===== src/rtl/flags_stack.sv =====
// flags_stack: privileged flag register with a trap save-stack.
// Low SYS_BITS flags are system (kernel-only writes); the rest are executable.
// A trap pushes the current flags and enters kernel mode; a return pops them.
// Overflow/underflow errors are sticky; privilege violations pulse for one cycle.
module flags_stack #(
   parameter int WIDTH    = 32,
   parameter int SYS_BITS = 16,
   parameter int KF_INDEX = 0,
   parameter int DEPTH    = 4
) (
   input  logic                         clk_i,
   input  logic                         arst_i,
   input  logic                         wr_en_i,
   input  logic [WIDTH-1:0]             wr_mask_i,
   input  logic [WIDTH-1:0]             flags_i,
   input  logic                         trap_i,
   input  logic                         ret_i,
   input  logic                         clr_err_i,
   output logic [WIDTH-1:0]             flags_o,
   output logic                         kernel_o,
   output logic [$clog2(DEPTH+1)-1:0]   depth_o,
   output logic                         ovf_o,
   output logic                         udf_o,
   output logic                         priv_viol_o
);

   localparam int DW = $clog2(DEPTH + 1);
   localparam int IW = (DEPTH > 1) ? $clog2(DEPTH) : 1;

   localparam logic [DW-1:0]    DEPTH_MAX = DW'(DEPTH);
   localparam logic [DW-1:0]    DEPTH_ONE = DW'(1);
   localparam logic [WIDTH-1:0] RST_FLAGS = WIDTH'(1) << KF_INDEX;

   // Mask with a 1 in every system-flag position.
   function automatic logic [WIDTH-1:0] sys_mask_f();
      logic [WIDTH-1:0] m;
      for (int b = 0; b < WIDTH; b++) begin
         m[b] = (b < SYS_BITS);
      end
      return m;
   endfunction

   localparam logic [WIDTH-1:0] SYS_MASK = sys_mask_f();

   logic [WIDTH-1:0] flags_q, flags_d;
   logic [DW-1:0]    depth_q, depth_d;
   logic             ovf_q, ovf_d;
   logic             udf_q, udf_d;
   logic             viol_q, viol_d;

   logic [WIDTH-1:0] stack_q [DEPTH];
   logic             push;
   logic [IW-1:0]    push_idx;
   logic [IW-1:0]    pop_idx;
   logic             kernel;
   logic [WIDTH-1:0] eff_mask;

   assign kernel   = flags_q[KF_INDEX];
   assign push_idx = IW'(depth_q);
   assign pop_idx  = IW'(depth_q - DEPTH_ONE);

   // Next-state: error clear first so a same-cycle set overrides it, then one request by priority.
   always_comb begin
      // NOTE: every signal gets a default before any branch, so no path leaves it unassigned and no latch is inferred.
      flags_d  = flags_q;
      depth_d  = depth_q;
      ovf_d    = ovf_q;
      udf_d    = udf_q;
      viol_d   = 1'b0;
      push     = 1'b0;
      eff_mask = '0;

      if (clr_err_i) begin
         if (kernel) begin
            ovf_d = 1'b0;
            udf_d = 1'b0;
         end else begin
            viol_d = 1'b1;
         end
      end

      if (trap_i) begin
         if (depth_q < DEPTH_MAX) begin
            push    = 1'b1;
            depth_d = depth_q + DEPTH_ONE;
         end else begin
            ovf_d = 1'b1;
         end
         flags_d[KF_INDEX] = 1'b1;
      end else if (ret_i) begin
         if (!kernel) begin
            viol_d = 1'b1;
         end else if (depth_q == '0) begin
            udf_d = 1'b1;
         end else begin
            flags_d = stack_q[pop_idx];
            depth_d = depth_q - DEPTH_ONE;
         end
      end else if (wr_en_i) begin
         eff_mask = kernel ? wr_mask_i : (wr_mask_i & ~SYS_MASK);
         flags_d  = (flags_q & ~eff_mask) | (flags_i & eff_mask);
         if (!kernel && ((wr_mask_i & SYS_MASK) != '0)) begin
            viol_d = 1'b1;
         end
      end
   end

   // Control and status registers, cleared asynchronously.
   always_ff @(posedge clk_i or posedge arst_i) begin
      // NOTE: sequential state uses non-blocking assignments so every flop samples pre-edge values.
      if (arst_i) begin
         flags_q <= RST_FLAGS;
         depth_q <= '0;
         ovf_q   <= 1'b0;
         udf_q   <= 1'b0;
         viol_q  <= 1'b0;
      end else begin
         flags_q <= flags_d;
         depth_q <= depth_d;
         ovf_q   <= ovf_d;
         udf_q   <= udf_d;
         viol_q  <= viol_d;
      end
   end

   // Save-stack storage, written only on an accepted push.
   always_ff @(posedge clk_i) begin
      // NOTE: storage is deliberately not reset; depth_q = 0 already marks every entry as invalid.
      if (push) begin
         stack_q[push_idx] <= flags_q;
      end
   end

   assign flags_o     = flags_q;
   assign kernel_o    = flags_q[KF_INDEX];
   assign depth_o     = depth_q;
   assign ovf_o       = ovf_q;
   assign udf_o       = udf_q;
   assign priv_viol_o = viol_q;

endmodule

===== config.mk =====
export PLATFORM = sky130hd
export DESIGN_NAME = flags_stack
export DESIGN_NICKNAME = d
export VERILOG_FILES = /design/src/rtl/flags_stack.sv
export SDC_FILE = /design/constraint.sdc
export NUM_CORES = 1
export LEC_CHECK = 0
export CAP_MARGIN = 40
export CORE_UTILIZATION = 50
export CTS_CLUSTER_SIZE = 12
export DETAILED_ROUTE_END_ITERATION = 8
export PLACE_DENSITY = 0.75
export SETUP_SLACK_MARGIN = 0.5
export SYNTH_ARGS = -nofsm -noshare
export SYNTH_HDL_FRONTEND = slang
export SYNTH_SLANG_ARGS = --single-unit

===== constraint.sdc =====
create_clock -name clk_i -period 3.9 [get_ports clk_i]
set_input_delay 0.78 -clock clk_i [delete_from_list [all_inputs] [get_ports clk_i]]
set_output_delay 0.78 -clock clk_i [all_outputs]
set_load 0.005 [all_outputs]

# Word level (Yosys, flattened, before mapping)
# Memory sizes are Yosys's and may differ from the RTL's.
# Index checks and enable logic that the tools add are counted.
totals:
  ff_bits: 38
  ram_bits: 128
  in_bits: 70
  output_inout_bits: 39
  mem_count: 1
op_classes:
  addsub: 2
  magnitude_cmp: 1
  n_eq_ne: 4
  n_mux: 32
  bitwise_logic: 5
  n_reduce_logical: 10
mem_list:
  columns: ["name", "words", "width", "rd", "rd_clocked_by_memory_dff", "wr", "line_no", "text"]
  rows:
  - ["stack_q", 4, 32, 1, 0, 1, "51", "logic [WIDTH-1:0] stack_q [DEPTH];"]
op_table:
  columns: ["operator", "n"]
  rows:
  - ["32-bit 2-to-1 mux", 4]
  - ["32-bit bitwise AND", 2]
  - ["32-bit NOT", 1]
  - ["32-bit bitwise OR", 1]
  - ["32-bit nonzero test", 1]
  - ["1-bit 2-to-1 mux", 22]
  - ["16-bit 2-to-1 mux", 1]
  - ["3-bit 2-to-1 mux", 5]
  - ["4-bit AND reduction", 2]
  - ["2-bit nonzero test", 3]
  - ["2-bit by 1-bit inequality test with 1-bit output (second input constant)", 2]
  - ["2-bit inequality test (second input constant)", 2]
  - ["3-bit by 1-bit adder with 3-bit output (second input constant)", 1]
  - ["3-bit logical NOT", 1]
  - ["3-bit less-than comparator (second input constant)", 1]
  - ["3-bit nonzero test", 1]
  - ["3-bit by 1-bit subtractor with 3-bit output (second input constant)", 1]
  - ["1-bit logical AND", 1]
  - ["1-bit logical NOT", 1]
  - ["1-bit NOT", 1]

# Logic depth before layout (Yosys ltp)
logic_depth:
  ltp_word: 7
  mapped_depth: 10
  mapped_depth_nobuf: 6

# Least setup slack after synthesis
# Ideal clock, no wire load.
synth_timing:
  path_type: "reg2reg"
  startpoint: "reg depth_q[0] (netlist: depth_o[0])"
  endpoint: "mem stack_q[0][0], enable pin"
  setup_time_ns: 0.421
  arrival_ns: 2.613
  required_ns: 3.479
  slack_ns: 0.866
  stages_incl_launch_ff: 7
  n_path_buf: 2
  cell_sequence: "dfrtp_1 > buf_6 > buf_6 > inv_1 > ha_1 > or2b_4 > nor2_1"
synth_between:
  elab_chain_cells: 5
synth_rtl:
  columns: ["item", "line_no", "text"]
  rows:
  - ["from (decl)", "46", "logic [DW-1:0] depth_q, depth_d;"]
  - ["from (signal assigned)", "119", "depth_q <= depth_d;"]
  - ["3-bit less-than comparator", "83", "if (depth_q < DEPTH_MAX) begin"]
  - ["1-bit 2-to-1 mux", "83", null]
  - ["1-bit 2-to-1 mux", "82", "if (trap_i) begin"]
  - ["1-bit 2-to-1 mux", "129", "if (push) begin"]
  - ["1-bit 2-to-1 mux (not written as such)", "130", "stack_q[push_idx] <= flags_q;"]
  - ["to (decl)", "51", null]
# Parallel ways exist; a longest one is shown, timed or not.

# Worst setup path after layout
layout_timing:
  startpoint: "reg flags_q[0] (netlist: flags_o[0])"
  endpoint: "out flags_o[0]"
layout_rtl:
  columns: ["item", "line_no", "text"]
  rows:
  - ["from (decl)", "45", "logic [WIDTH-1:0] flags_q, flags_d;"]
  - ["from (signal assigned)", "118", "flags_q <= flags_d;"]
  - ["to (decl)", "19", "output logic [WIDTH-1:0] flags_o,"]
# No word-level cell between the ends.

==> metrics <==
post-synth cell types=36; drt wl/cell=21.3 um; CTS sink cnt=166; Reg power frac=0.408; DRC=0; cell internal pwr=5.11 mW; crit path time final=2.91 ns; hold depth=0; reg2reg start=depth_o[1]; Placement Cell Area=0.00840 sq mm; Synth Warn #=0; final setup vio count=0; maximum fanout along the worst path=42; leading area contributor after synthesis=edfxtp_1; total number of vias=4,523; Total Power=7.01 mW; die height=121 um; RSZ-0062 raised after global routing=false; commonest non-fill, non-tap cell in the layout=edfxtp_1; Worst EP required=3.12 ns; post-route ant nets=0; post-synthesis register bit count=166; clk_lat worst skew=0.43 ns; synth top area cells=edfxtp_1 (54%), dfrtp_1 (13%), mux4_2 (10%); flop2flop setup slack=1.37 ns; largest net degree at the start of global routing=67; clock network power share=0.302; VDD IR max=0.000503 V; crit-path max cell delay=1.05 ns; Core Region=0.0139 sq mm; WP buf/inv=1; DRT Wirelength=16,200 um; Fin. Hold Viols=0; sequential share of the synthesized area=0.676; hold slack final=0.556 ns; final worst slack=0.992 ns; Max Clk Rate=0.344 GHz; Worst EP arrival=2.13 ns; commonest cells after routing, fill and taps aside=edfxtp_1 (128), clkdlybuf4s50_1 (106), dfrtp_1 (36), inv_1 (34); post-DR vias/cell=5.95; wire length on met3=918 um; Sw Pwr=1.91 mW; Worst-path clk slew=0.06 ns; worst slack, placed=1.09 ns; CP delay by family, top=flip-flops; layout cell share with drive strength beyond 1=0.148; row count=43; synthesized area per cell=15.4 sq um; IO Port Bufs=108; switching share of power=0.272; area of the mapped netlist=0.00710 sq mm; Final period util=0.746; CTS tree=done; maxcap violations=0; CTS max path bufs=2; slowest CP cell=dfstp_2; Worst setup EP type=primary output; outcome=completed; first-pass GRT wire length=25,400 um; Layout Cells excl Fill=760; Worst setup SP type=flop; Placer Congestion=0.735; Worst Hold Path EP=stack_q[3][21]; CTS Buf Count=17; combinational share of power=0.291; Slew @ Worst Pin=0.788 ns; class of the worst hold path=reg2reg; kind of critical path=reg2out; DP Wirelength=9690 um; Iteration-0 DRC Markers=340; io pins=109; design area=0.00915 sq mm; overall routing resource usage=0.240; dpl cells=728; Layout Utilization=0.659; DRT Pass-1 Iters=5; Slew Viols, Final=0; top-area cell type share of the netlist area=0.542; CTS Hold Buffers Added=0; Nets=642; CTS root buf=clkbuf_16; setup total negative slack=0 ns; die width=121 um; critical-path cell list=clkdlybuf4s50_1; initial antenna violation count=0; syn_nets=537; initial core utilization=0.511; slew margin rel.=0.475; GR Overflow Total=0; cells after synthesis=462; Die ar.=0.0147 sq mm; final clock skew=0.00681 ns; leakage=3.21 nW; postcts setup bufs=0; vias in the first global route=4,656; pwr dens=766 mW/mm^2; uppermost layer routed=met4; post-CTS sizing=0; diodes inserted=0; DRT met1 WL=6550 um; Layout area overhead=28.9%; H-tree Lvls=4; reg2reg path depth=6; met2 WL=8420 um
==> synth_stat cells <==
| cell type | instances |
|---|---|
| or2_1 | 1 |
| a21oi_1 | 32 |
| nor4_1 | 4 |
| o32a_1 | 31 |
| or2b_4 | 1 |
| clkbuf_1 | 20 |
| inv_1 | 35 |
| nand4_1 | 1 |
| o31ai_1 | 2 |
| nor3b_1 | 1 |
| nor2_1 | 19 |
| o21bai_1 | 1 |
| o221ai_1 | 1 |
| nand2_1 | 5 |
| buf_2 | 5 |
| nor2b_1 | 32 |
| nand3b_1 | 1 |
| xnor2_1 | 1 |
| ha_1 | 5 |
| buf_6 | 7 |
| o211ai_1 | 1 |
| buf_4 | 1 |
| edfxtp_1 | 128 |
| mux4_2 | 32 |
| a31oi_2 | 1 |
| a211oi_1 | 1 |
| nor3_1 | 32 |
| o21a_1 | 1 |
| buf_1 | 1 |
| a31oi_1 | 15 |
| nand3_1 | 1 |
| mux2i_1 | 1 |
| and2_1 | 3 |
| a22o_1 | 1 |
| dfstp_2 | 1 |
| dfrtp_1 | 37 |
==> metal layers <==
layer | GRT usage | up-vias
met5 | 0 | -
met4 | 0.106 | 0
met3 | 0.0620 | 31
met2 | 0.395 | 191
met1 | 0.301 | 2296
li1 | - | 2005
==> cell type report <==
| class | instances | area (sq um) |
|---|---|---|
| inverters | 35 | 131 |
| multi-input cells | 227 | 2000 |
| fillers | 939 | 4730 |
| clock inverters | 15 | 329 |
| clock buffers | 17 | 425 |
| well taps | 180 | 225 |
| repair buffers | 120 | 1240 |
| flip-flops and latches | 166 | 4800 |
==> how the worst max path moves through the flow <==
| stage | startpoint | endpoint | depth (start not counted) |
|---|---|---|---|
| after floorplan | depth_o[0] | stack_q[0][0] | 6 |
| after global placement | wr_en_i | flop | 6 |
| after detailed placement | wr_en_i | flop | 6 |
| after CTS | flags_o[0] | flags_o[0] | 1 |
| after global routing | flags_o[0] | kernel_o | 1 |
| final | flags_o[0] | flags_o[0] | 1 |
==> kinds of logic after synthesis <==
kind of cell | share of synthesized area
multiplexers | 0.103
AND/OR/NAND/NOR | 0.0758
buffers and inverters | 0.0453
XOR/XNOR | 0.00123
AO/OA/AOI/OAI | 0.0901
flip-flops | 0.676
adder cells (fa/ha/maj) | 0.00882
==> power groups by stage <==
stage               registers, mW  logic (mW)  clock network, mW
floorplan                    2.75        1.28                  0
detailed placement           2.88        2.04                  0
finish                       2.86        2.04               2.12
CTS                          2.85        2.07               2.14
global route                 2.91        2.20               2.21
global placement             2.84        1.97                  0
Power figures use the tool's default switching activity.
